## src/rtl/cascade_arbiter_sync.sv

```systemverilog
// -----------------------------------------------------------------------------
// cascade_arbiter_sync
//   Synchronous N-way four-phase request arbiter. Merges N requesters into a
//   single four-phase request toward one downstream consumer and publishes the
//   winner as both an index and a one-hot select. MODE picks fixed priority
//   (lowest index wins) or round-robin (first request at/after a rotating
//   pointer). The winner is acknowledged only after downstream has accepted,
//   and arbitration reopens only once both winner and downstream released.
//
// Ports
//   clk_i         rising-edge clock
//   rst_i         synchronous, active-high reset
//   req_in_i      [N]    per-requester level request
//   ack_in_o      [N]    per-requester acknowledge (at most one bit high)
//   req_out_o            merged request to downstream
//   ack_out_i            downstream acknowledge
//   sel_idx_o     [IDXW] index of current winner (held until the next grant)
//   sel_onehot_o  [N]    one-hot winner select, zero while idle
//   proto_err_o          sticky: a winner dropped its request before its ack
//
// All outputs come straight from flops; nothing combinational reaches them
// from an input.
// -----------------------------------------------------------------------------

// Per-requester output cell: registers that lane's select and acknowledge bits.
module cascade_arbiter_sync_lane (
    input  logic clk_i,
    input  logic rst_i,
    input  logic sel_d_i,
    input  logic ack_d_i,
    output logic sel_o,
    output logic ack_o
);
    logic sel_q;
    logic ack_q;

    always_ff @(posedge clk_i) begin
        if (rst_i) begin
            sel_q <= 1'b0;
            ack_q <= 1'b0;
        end else begin
            sel_q <= sel_d_i;
            ack_q <= ack_d_i;
        end
    end

    assign sel_o = sel_q;
    assign ack_o = ack_q;
endmodule

module cascade_arbiter_sync #(
    parameter int N    = 32,
    parameter int MODE = 0,
    parameter int IDXW = $clog2(N)
) (
    input  logic            clk_i,
    input  logic            rst_i,
    input  logic [N-1:0]    req_in_i,
    output logic [N-1:0]    ack_in_o,
    output logic            req_out_o,
    input  logic            ack_out_i,
    output logic [IDXW-1:0] sel_idx_o,
    output logic [N-1:0]    sel_onehot_o,
    output logic            proto_err_o
);
    typedef enum logic [1:0] {
        IDLE  = 2'd0,
        GRANT = 2'd1,
        ACK   = 2'd2
    } state_e;

    state_e          state_q, state_d;
    logic [IDXW-1:0] win_q, win_d;
    logic [IDXW-1:0] ptr_q, ptr_d;
    logic            perr_q, perr_d;
    // The current grant saw its winner drop early; ACK then only waits on
    // downstream so a requester that re-raises cannot wedge the handshake.
    logic            gerr_q, gerr_d;
    logic            req_out_q;
    logic [IDXW-1:0] sel_idx_q;

    logic [IDXW-1:0] pick_c;
    logic [IDXW-1:0] cand_c;
    logic            found_c;

    // Winner search. Fixed priority scans 0..N-1; round-robin scans starting
    // at ptr and wraps, so the first hit is the first request at/after ptr.
    always_comb begin
        pick_c  = '0;
        cand_c  = '0;
        found_c = 1'b0;
        for (int i = 0; i < N; i++) begin
            if (MODE == 1) cand_c = IDXW'((int'(ptr_q) + i) % N);
            else           cand_c = IDXW'(i);
            if (!found_c && req_in_i[cand_c]) begin
                found_c = 1'b1;
                pick_c  = cand_c;
            end
        end
    end

    always_comb begin
        state_d = state_q;
        win_d   = win_q;
        ptr_d   = ptr_q;
        perr_d  = perr_q;
        gerr_d  = gerr_q;
        unique case (state_q)
            IDLE: begin
                if (found_c) begin
                    win_d   = pick_c;
                    gerr_d  = 1'b0;
                    state_d = GRANT;
                end
            end
            GRANT: begin
                if (!req_in_i[win_q]) begin
                    perr_d = 1'b1;
                    gerr_d = 1'b1;
                end
                if (ack_out_i) state_d = ACK;
            end
            ACK: begin
                if (!ack_out_i && (gerr_q || !req_in_i[win_q])) begin
                    state_d = IDLE;
                    if (MODE == 1)
                        ptr_d = (win_q == IDXW'(N-1)) ? '0 : win_q + IDXW'(1);
                end
            end
            default: state_d = IDLE;
        endcase
    end

    always_ff @(posedge clk_i) begin
        if (rst_i) begin
            state_q   <= IDLE;
            win_q     <= '0;
            ptr_q     <= '0;
            perr_q    <= 1'b0;
            gerr_q    <= 1'b0;
            req_out_q <= 1'b0;
            sel_idx_q <= '0;
        end else begin
            state_q   <= state_d;
            win_q     <= win_d;
            ptr_q     <= ptr_d;
            perr_q    <= perr_d;
            gerr_q    <= gerr_d;
            // Outputs are decoded from next state so they appear on the same
            // edge the FSM moves, keeping the 1-cycle request latency.
            req_out_q <= (state_d == GRANT);
            sel_idx_q <= win_d;
        end
    end

    for (genvar g = 0; g < N; g++) begin : g_lane
        logic hit_d;
        assign hit_d = (win_d == IDXW'(g));
        cascade_arbiter_sync_lane u_lane (
            .clk_i   (clk_i),
            .rst_i   (rst_i),
            .sel_d_i (hit_d && (state_d != IDLE)),
            .ack_d_i (hit_d && (state_d == ACK)),
            .sel_o   (sel_onehot_o[g]),
            .ack_o   (ack_in_o[g])
        );
    end

    assign req_out_o   = req_out_q;
    assign sel_idx_o   = sel_idx_q;
    assign proto_err_o = perr_q;
endmodule
```

## config.mk

```make
export PLATFORM = sky130hd
export DESIGN_NAME = cascade_arbiter_sync
export DESIGN_NICKNAME = d
export VERILOG_FILES = /design/src/rtl/cascade_arbiter_sync.sv
export SDC_FILE = /design/constraint.sdc
export NUM_CORES = 1
export LEC_CHECK = 0
export BUFFER_PORTS_ARGS = -buffer_cell sky130_fd_sc_hd__buf_2
export CAP_MARGIN = 20
export CORE_MARGIN = 2
export CORE_UTILIZATION = 52
export CTS_CLUSTER_DIAMETER = 150
export DETAILED_ROUTE_END_ITERATION = 12
export PLACE_DENSITY = 0.79
export SYNTH_ARGS = -nofsm -noshare
export SYNTH_HDL_FRONTEND = slang
export SYNTH_SLANG_ARGS = --single-unit
```

## constraint.sdc

```tcl
create_clock -name clk_i -period 2.9 [get_ports clk_i]
set_clock_uncertainty 0.2 [all_clocks]
set_input_delay 0.58 -clock clk_i [delete_from_list [all_inputs] [get_ports clk_i]]
set_output_delay 0.58 -clock clk_i [all_outputs]
set_load 0.01 [all_outputs]
```

==> results of run 1 <==
## critical path, cell delays in order
cell	delay, ns
buf_2	0.13
nor4_4	0.38
nand4_2	0.22
or4_4	0.59
o31ai_4	0.20
o31a_2	0.25
a21o_1	0.27
nor3_1	0.08
## worst max-delay path by stage
| stage | startpoint | to | slack (ns) | cells past startpoint |
|---|---|---|---|---|
| global placement | req_in_i[24] | g_lane[22].u_lane.sel_o | -0.03 | 9 |
| global route | req_in_i[4] | g_lane[19].u_lane.sel_o | 0.1 | 8 |
| CTS | req_in_i[4] | g_lane[22].u_lane.sel_o | 0.24 | 8 |
| detailed placement | req_in_i[4] | g_lane[22].u_lane.sel_o | -0.10 | 8 |
| finish | req_in_i[4] | g_lane[22].u_lane.sel_o | 0.22 | 8 |
| floorplan | req_in_i[1] | g_lane[0].u_lane.sel_o | 0.21 | 8 |
## sequential cells by signal, indices dropped and copies added, names as in the netlist
| signal | cells |
|---|---|
| state_q | 2 |
| req_out_o | 1 |
| proto_err_o | 1 |
| sel_idx_o | 5 |
| g_lane.u_lane.sel_o | 32 |
| g_lane.u_lane.ack_o | 32 |
| gerr_q | 1 |
## logic make-up after synthesis
kind of cell,Yosys count
compound gates,64
xor+xnor,1
buf+inv,81
flops,74
mux,12
simple gates,166
## synth_stat cells, drive strengths merged (4+ instances only)
cell type	number
mux2i	12
o31a	5
a21o	7
and2	9
nand2b	9
and3	4
nor4	9
o211ai	5
inv	7
nand3b	4
dfxtp	74
nor2	38
o21ai	5
a21oi	16
nor2b	8
nand2	17
nand3	5
nor3	39
or3	4
or4	5
a31oi	4
buf	71
nand4	7
## layout by cell type (no fill, tap or decap), types with 7 or more instances in the layout
master and n:
buf_4 44, nor3_2 8, dfxtp_1 74, clkbuf_8 9, nand2_1 16, and2_1 7, nor3_1 31, nand2b_1 7
inv_1 7, nor2_1 38, mux2i_1 12, a21oi_1 16, buf_2 105, nor2b_1 8
## where the power goes
part | leakage [nW] | internal (mW) | switching [mW]
clock | 0.0971 | 0.400 | 0.374
sequential | 0.599 | 1.05 | 0.0319
combinational | 1.30 | 0.272 | 0.349
total | 2.00 | 1.73 | 0.755
## stage by stage
stage,instances,worst slack [ns]
floorplan,398,0.212
global placement,573,-0.0271
detailed placement,573,-0.103
CTS,589,0.242
global route,589,0.0984
finish,589,0.225
## per-layer routing
metal,up-vias,GRT usage,part of all wire
li1,1527,-,-
met3,15,0.0452,0.047
met1,1449,0.286,0.45
met2,107,0.385,0.49
met4,0,0.0801,0.017
met5,-,0,0
## area by class of cell
type / count / area share
Tap cell: 99 / 0.0279
Clock inverter: 6 / 0.0147
Timing Repair Buffer: 150 / 0.197
Multi-Input combinational cell: 243 / 0.392
Sequential cell: 74 / 0.334
Clock buffer: 10 / 0.0288
Inverter: 7 / 0.00592
==> out/qor.csv, run 1 <==
metric,value,unit
yosysUniqueCellTypes,67,
dpl_cell_area,4250,um2
min_period,2.68,ns
die_x,89.5,um
antenna_found_initial,0,
numCtsBuffers,9,
diodes,0,
area_delta_synth_final,16.7,%
slew_headroom,0.626,
start_kind,primary input,
multi_input_area,1740,um2
post_cts_buffers,0,
timing.hold.ws,0.259,ns
r2r.worst_path.cells,8,
syn_nets,433,
fillers,605,
arrival,2.70,ns
nets,520,
clock-sinks,74,
drive_gt1_frac,0.429,
synth_compound_area_frac,0.142,
fin_tns_setup,0,ns
min_from,ack_out_i,
post-route-period-util,0.923,
async_flop_share,0,
io_buffer_count,105,
pin_count,106,
max_cap_viol_count,0,
clk_pin_slew_worst_paths,0.07,ns
worst_slew_pin_slew,0.556,ns
yosysSeqAreaShare,0.390,
p_leak,2.00,nW
drt-vias-per-instance,5.26,
grt_pass1_wl,13.8,mm
finalSetupViolations,0,
max-clock-path-buffers,2,
run_status,finished clean,
ys_warn_count,0,
drt-total-wl,8.98,mm
start_util,0.530,
dieArea,8010,um2
synth_top_area_frac,0.390,
drtAntennaViolNets,0,
synth_top_family_by_area,simple AND/OR/NAND/NOR gates,
grt_pass1_vias,2875,
power.total,2.48,mW
synth_edf_count,0,
hold_path_class,in -> reg,
power.density,559,nW/um2
drv_slew,0,
clock.fmax,374,MHz
ctsResizeCount,0,
syn_avg_cell_area,9.55,um2
drtPass1Iterations,4,
peakVddDrop,262,uV
grt_overflow,0,
fin_util,0.618,
first_iter_violations,144,
hold_end,state_q[0],
rr_endpoint,g_lane[18].u_lane.ack_o,
coreArea,7180,um2
grt_max_degree,24,
synth_xor_area_frac,0.00230,
core.rowCount,31,
cts_tree,yes,
cts_max_level,3,
ys.flop_type,dfxtp_1,
synth-seq-cells,74,
yosys-top-cells-area,"dfxtp_1 39%, buf_4 13%, nor3_1 4.1%",
vias,3098,
drc_errors,0,
min_path_cells,2,
synthCells,398,
cts_hold_buf,0,
reg2reg_from,sel_idx_o[2],
wl_per_cell,15.2,um
netlist_area,3800,um2
place.gp.congestion,0.872,
synthSimpleGateAreaFrac,0.281,
path_max_fanout,6,
cp-end-kind,register,
r2r_slack,0.32,ns
die_h,89.5,um
crit_required,2.92,ns
hold_viol,0,
rsz0062_at_grt,false,
dp_hpwl,6.95,mm
synthAdderAreaFrac,0,
clk_latency,0.34,ns
yosysTopAreaCell,dfxtp_1,
cts_root_buffer,clkbuf_8,
synthMuxAreaShare,0.0316,
crit_type,in -> reg,
stdcell_area,4440,um2
seqCellArea,1480,um2
grt_usage,0.226,
No activity file was read; power rests on OpenSTA's default activity.
==> inputs of run 2 (changes only) <==
--- a/config.mk
+++ b/config.mk
@@ -8,10 +8,12 @@
 export BUFFER_PORTS_ARGS = -buffer_cell sky130_fd_sc_hd__buf_2
 export CAP_MARGIN = 20
 export CORE_MARGIN = 2
-export CORE_UTILIZATION = 52
+export CORE_UTILIZATION = 51
 export CTS_CLUSTER_DIAMETER = 150
 export DETAILED_ROUTE_END_ITERATION = 12
+export HOLD_SLACK_MARGIN = 0.15
 export PLACE_DENSITY = 0.79
 export SYNTH_ARGS = -nofsm -noshare
 export SYNTH_HDL_FRONTEND = slang
+export SYNTH_HIERARCHICAL = 1
 export SYNTH_SLANG_ARGS = --single-unit
==> out/qor.csv, run 2 <==
metric,value,unit,change
clock.fmax,363,MHz,was 374 MHz
grt_max_degree,43,,was 24
layout_commonest_cell,buf_2,,unchanged
cts_max_level,3,,unchanged
hold_viol,0,,unchanged
synth-seq-cells,74,,unchanged
core.rowCount,29,,was 31
start_kind,primary input,,unchanged
min_period,2.75,ns,was 2.68 ns
cts_hold_buf,0,,unchanged
cts_tree,yes,,unchanged
pin_count,106,,unchanged
crit_required,2.98,ns,was 2.92 ns
drv_slew,0,,unchanged
p_leak,2.12,nW,was 2.00 nW
drtPass1Iterations,4,,unchanged
max-clock-path-buffers,2,,unchanged
yosysSeqAreaShare,0.437,,was 0.390
slowest_delay,0.55,ns,was 0.59 ns
crit_end,g_lane[9].u_lane/ack_o,,was g_lane[22].u_lane.sel_o
max_cap_viol_count,0,,unchanged
drc_errors,0,,unchanged
reg2reg_from,sel_idx_o[0],,was sel_idx_o[2]
finalSetupViolations,0,,unchanged
syn_avg_cell_area,8.72,um2,was 9.55 um2
area_delta_synth_final,35.2,%,was 16.7%
synth_edf_count,0,,unchanged
post-route-period-util,0.949,,was 0.923
critical_path.slowest_cell,or4_4,,unchanged
min_path_cells,2,,unchanged
yosys-top-cells-area,"dfxtp_1 44%, nor2b_1 13%, nor2_1 9.5%",,"was dfxtp_1 39%, buf_4 13%, nor3_1 4.1%"
rr_endpoint,g_lane[9].u_lane/sel_o,,was g_lane[18].u_lane.ack_o
drt-total-wl,8.48,mm,was 8.98 mm
grt_pass1_wl,13.8,mm,about the same
path_max_fanout,8,,was 6
clk_latency,0.35,ns,was 0.34 ns
timing.hold.ws,0.293,ns,was 0.259 ns
slew_headroom,0.617,,was 0.626
synth_top_area_frac,0.437,,was 0.390
grt_pass1_vias,3038,,was 2875
wl_per_cell,13.5,um,was 15.2 um
syn_nets,424,,was 433
fin_tns_setup,0,ns,unchanged
die_h,85.5,um,was 89.5 um
async_flop_share,0,,unchanged
r2r.worst_path.cells,9,,was 8
stdcell_area,4590,um2,was 4440 um2
run_status,finished clean,,unchanged
synth_most_common_cell,nor2_1,,was dfxtp_1
crit_type,in -> reg,,unchanged
yosysUniqueCellTypes,58,,was 67
cp-end-kind,register,,unchanged
power.density,526,nW/um2,was 559 nW/um2
grt_usage,0.239,,was 0.226
drt-vias-per-instance,5.17,,was 5.26
most-common-layout-cells,"105 x buf_2, 86 x nor2_1, 74 x dfxtp_1",,"was 105 x buf_2, 74 x dfxtp_1, 44 x buf_4"
fin_util,0.718,,was 0.618
diodes,0,,unchanged
netlist_area,3390,um2,was 3800 um2
drtAntennaViolNets,0,,unchanged
arrival,2.83,ns,was 2.70 ns
dieArea,7320,um2,was 8010 um2
hold_path_class,reg -> reg,,was in -> reg
die_x,85.5,um,was 89.5 um
drive_gt1_frac,0.350,,was 0.429
dpl_cell_area,4390,um2,was 4250 um2
fillers,506,,was 605
numCtsBuffers,9,,unchanged
clk_pin_slew_worst_paths,0.08,ns,was 0.07 ns
antenna_found_initial,0,,unchanged
ys_warn_count,6,,was 0
nets,579,,was 520
worst_slew_pin_slew,0.575,ns,was 0.556 ns
vias,3237,,was 3098
r2r_slack,0.30,ns,was 0.32 ns
clock-sinks,74,,unchanged
yosysTopAreaCell,dfxtp_1,,unchanged
io_buffer_count,105,,unchanged
synth_common_cells,"86 x nor2_1, 74 x dfxtp_1, 72 x nor2b_1, 15 x mux2i_1, 15 x nand2_1",,"was 74 x dfxtp_1, 65 x buf_4, 38 x nor2_1, 31 x nor3_1"
place.gp.congestion,0.899,,was 0.872
ys.flop_type,dfxtp_1,,unchanged
ctsResizeCount,0,,unchanged
dp_hpwl,6.55,mm,was 6.95 mm
crit_start,req_in_i[20],,was req_in_i[4]
start_util,0.531,,was 0.530
post_cts_buffers,0,,unchanged
peakVddDrop,525,uV,was 262 uV
crit_chain,"buf_2, or4_4, nor3_4, buf_4, a31oi_2, o2bb2ai_1, and2b_1, nand3_1, nor2_1, nor2b_1",,"was buf_2, nor4_4, nand4_2, or4_4, o31ai_4, o31a_2, a21o_1, nor3_1"
power.total,2.41,mW,was 2.48 mW
coreArea,6390,um2,was 7180 um2
synthCells,389,,was 398
first_iter_violations,151,,was 144
rsz0062_at_grt,false,,unchanged
cts_root_buffer,clkbuf_8,,unchanged
grt_overflow,0,,unchanged
run 2: logic make-up (layout without fill, tap and decap cells):
group,count (synthesis),after routing,synth area share
and+or+nand+nor,223,223,0.354
DFF,74,74,0.437
AOI/OAI and AO/OA,61,61,0.141
buffers and inverters,16,176,0.0232
muxes,15,15,0.0443
run 2: report_power, final:
part,total (mW),switching (mW),internal [mW]
Sequential,1.07,0.0230,1.05
Clock,0.776,0.377,0.399
Combinational,0.564,0.312,0.252
run 2: how the worst min path moves through the flow:
stage                           start     endpoint  slack (ns)
after CTS                 proto_err_o  proto_err_o        0.30
final                     proto_err_o  proto_err_o        0.29
after floorplan           proto_err_o  proto_err_o        0.30
after detailed placement  proto_err_o  proto_err_o        0.27
after global placement    proto_err_o  proto_err_o        0.25
after global routing      proto_err_o  proto_err_o        0.34
run 2: worst max-delay path, delay by kind of cell:
family	cells	cell delay [ns]
buf+inv	2	0.26
simple gates	6	1.49
compound gates	2	0.51
run 2: layout make-up:
type	instances	area, um2	share of cell area
multi-input combinational	299	1840	0.401
inverter	6	22.5	0.00491
clock inverter	6	65.1	0.0142
sequential	74	1480	0.323
clock buffer	10	128	0.0278
timing repair buffer	154	956	0.208
tap	77	96.3	0.0210
run 2: stage by stage:
stage | instances | setup WS, ns
floorplan | 389 | 0.141
global placement | 610 | -0.0806
detailed placement | 610 | -0.189
CTS | 626 | 0.163
global route | 626 | 0.0196
finish | 626 | 0.148
run 2: layer usage:
| metal | vias to the layer above | global-route usage | wire length, um |
|---|---|---|---|
| li1 | 1642 | - | - |
| met1 | 1481 | 0.288 | 3690 |
| met2 | 102 | 0.412 | 4180 |
| met3 | 12 | 0.0520 | 496 |
| met4 | 0 | 0.0981 | 108 |
| met5 | - | 0 | 0 |
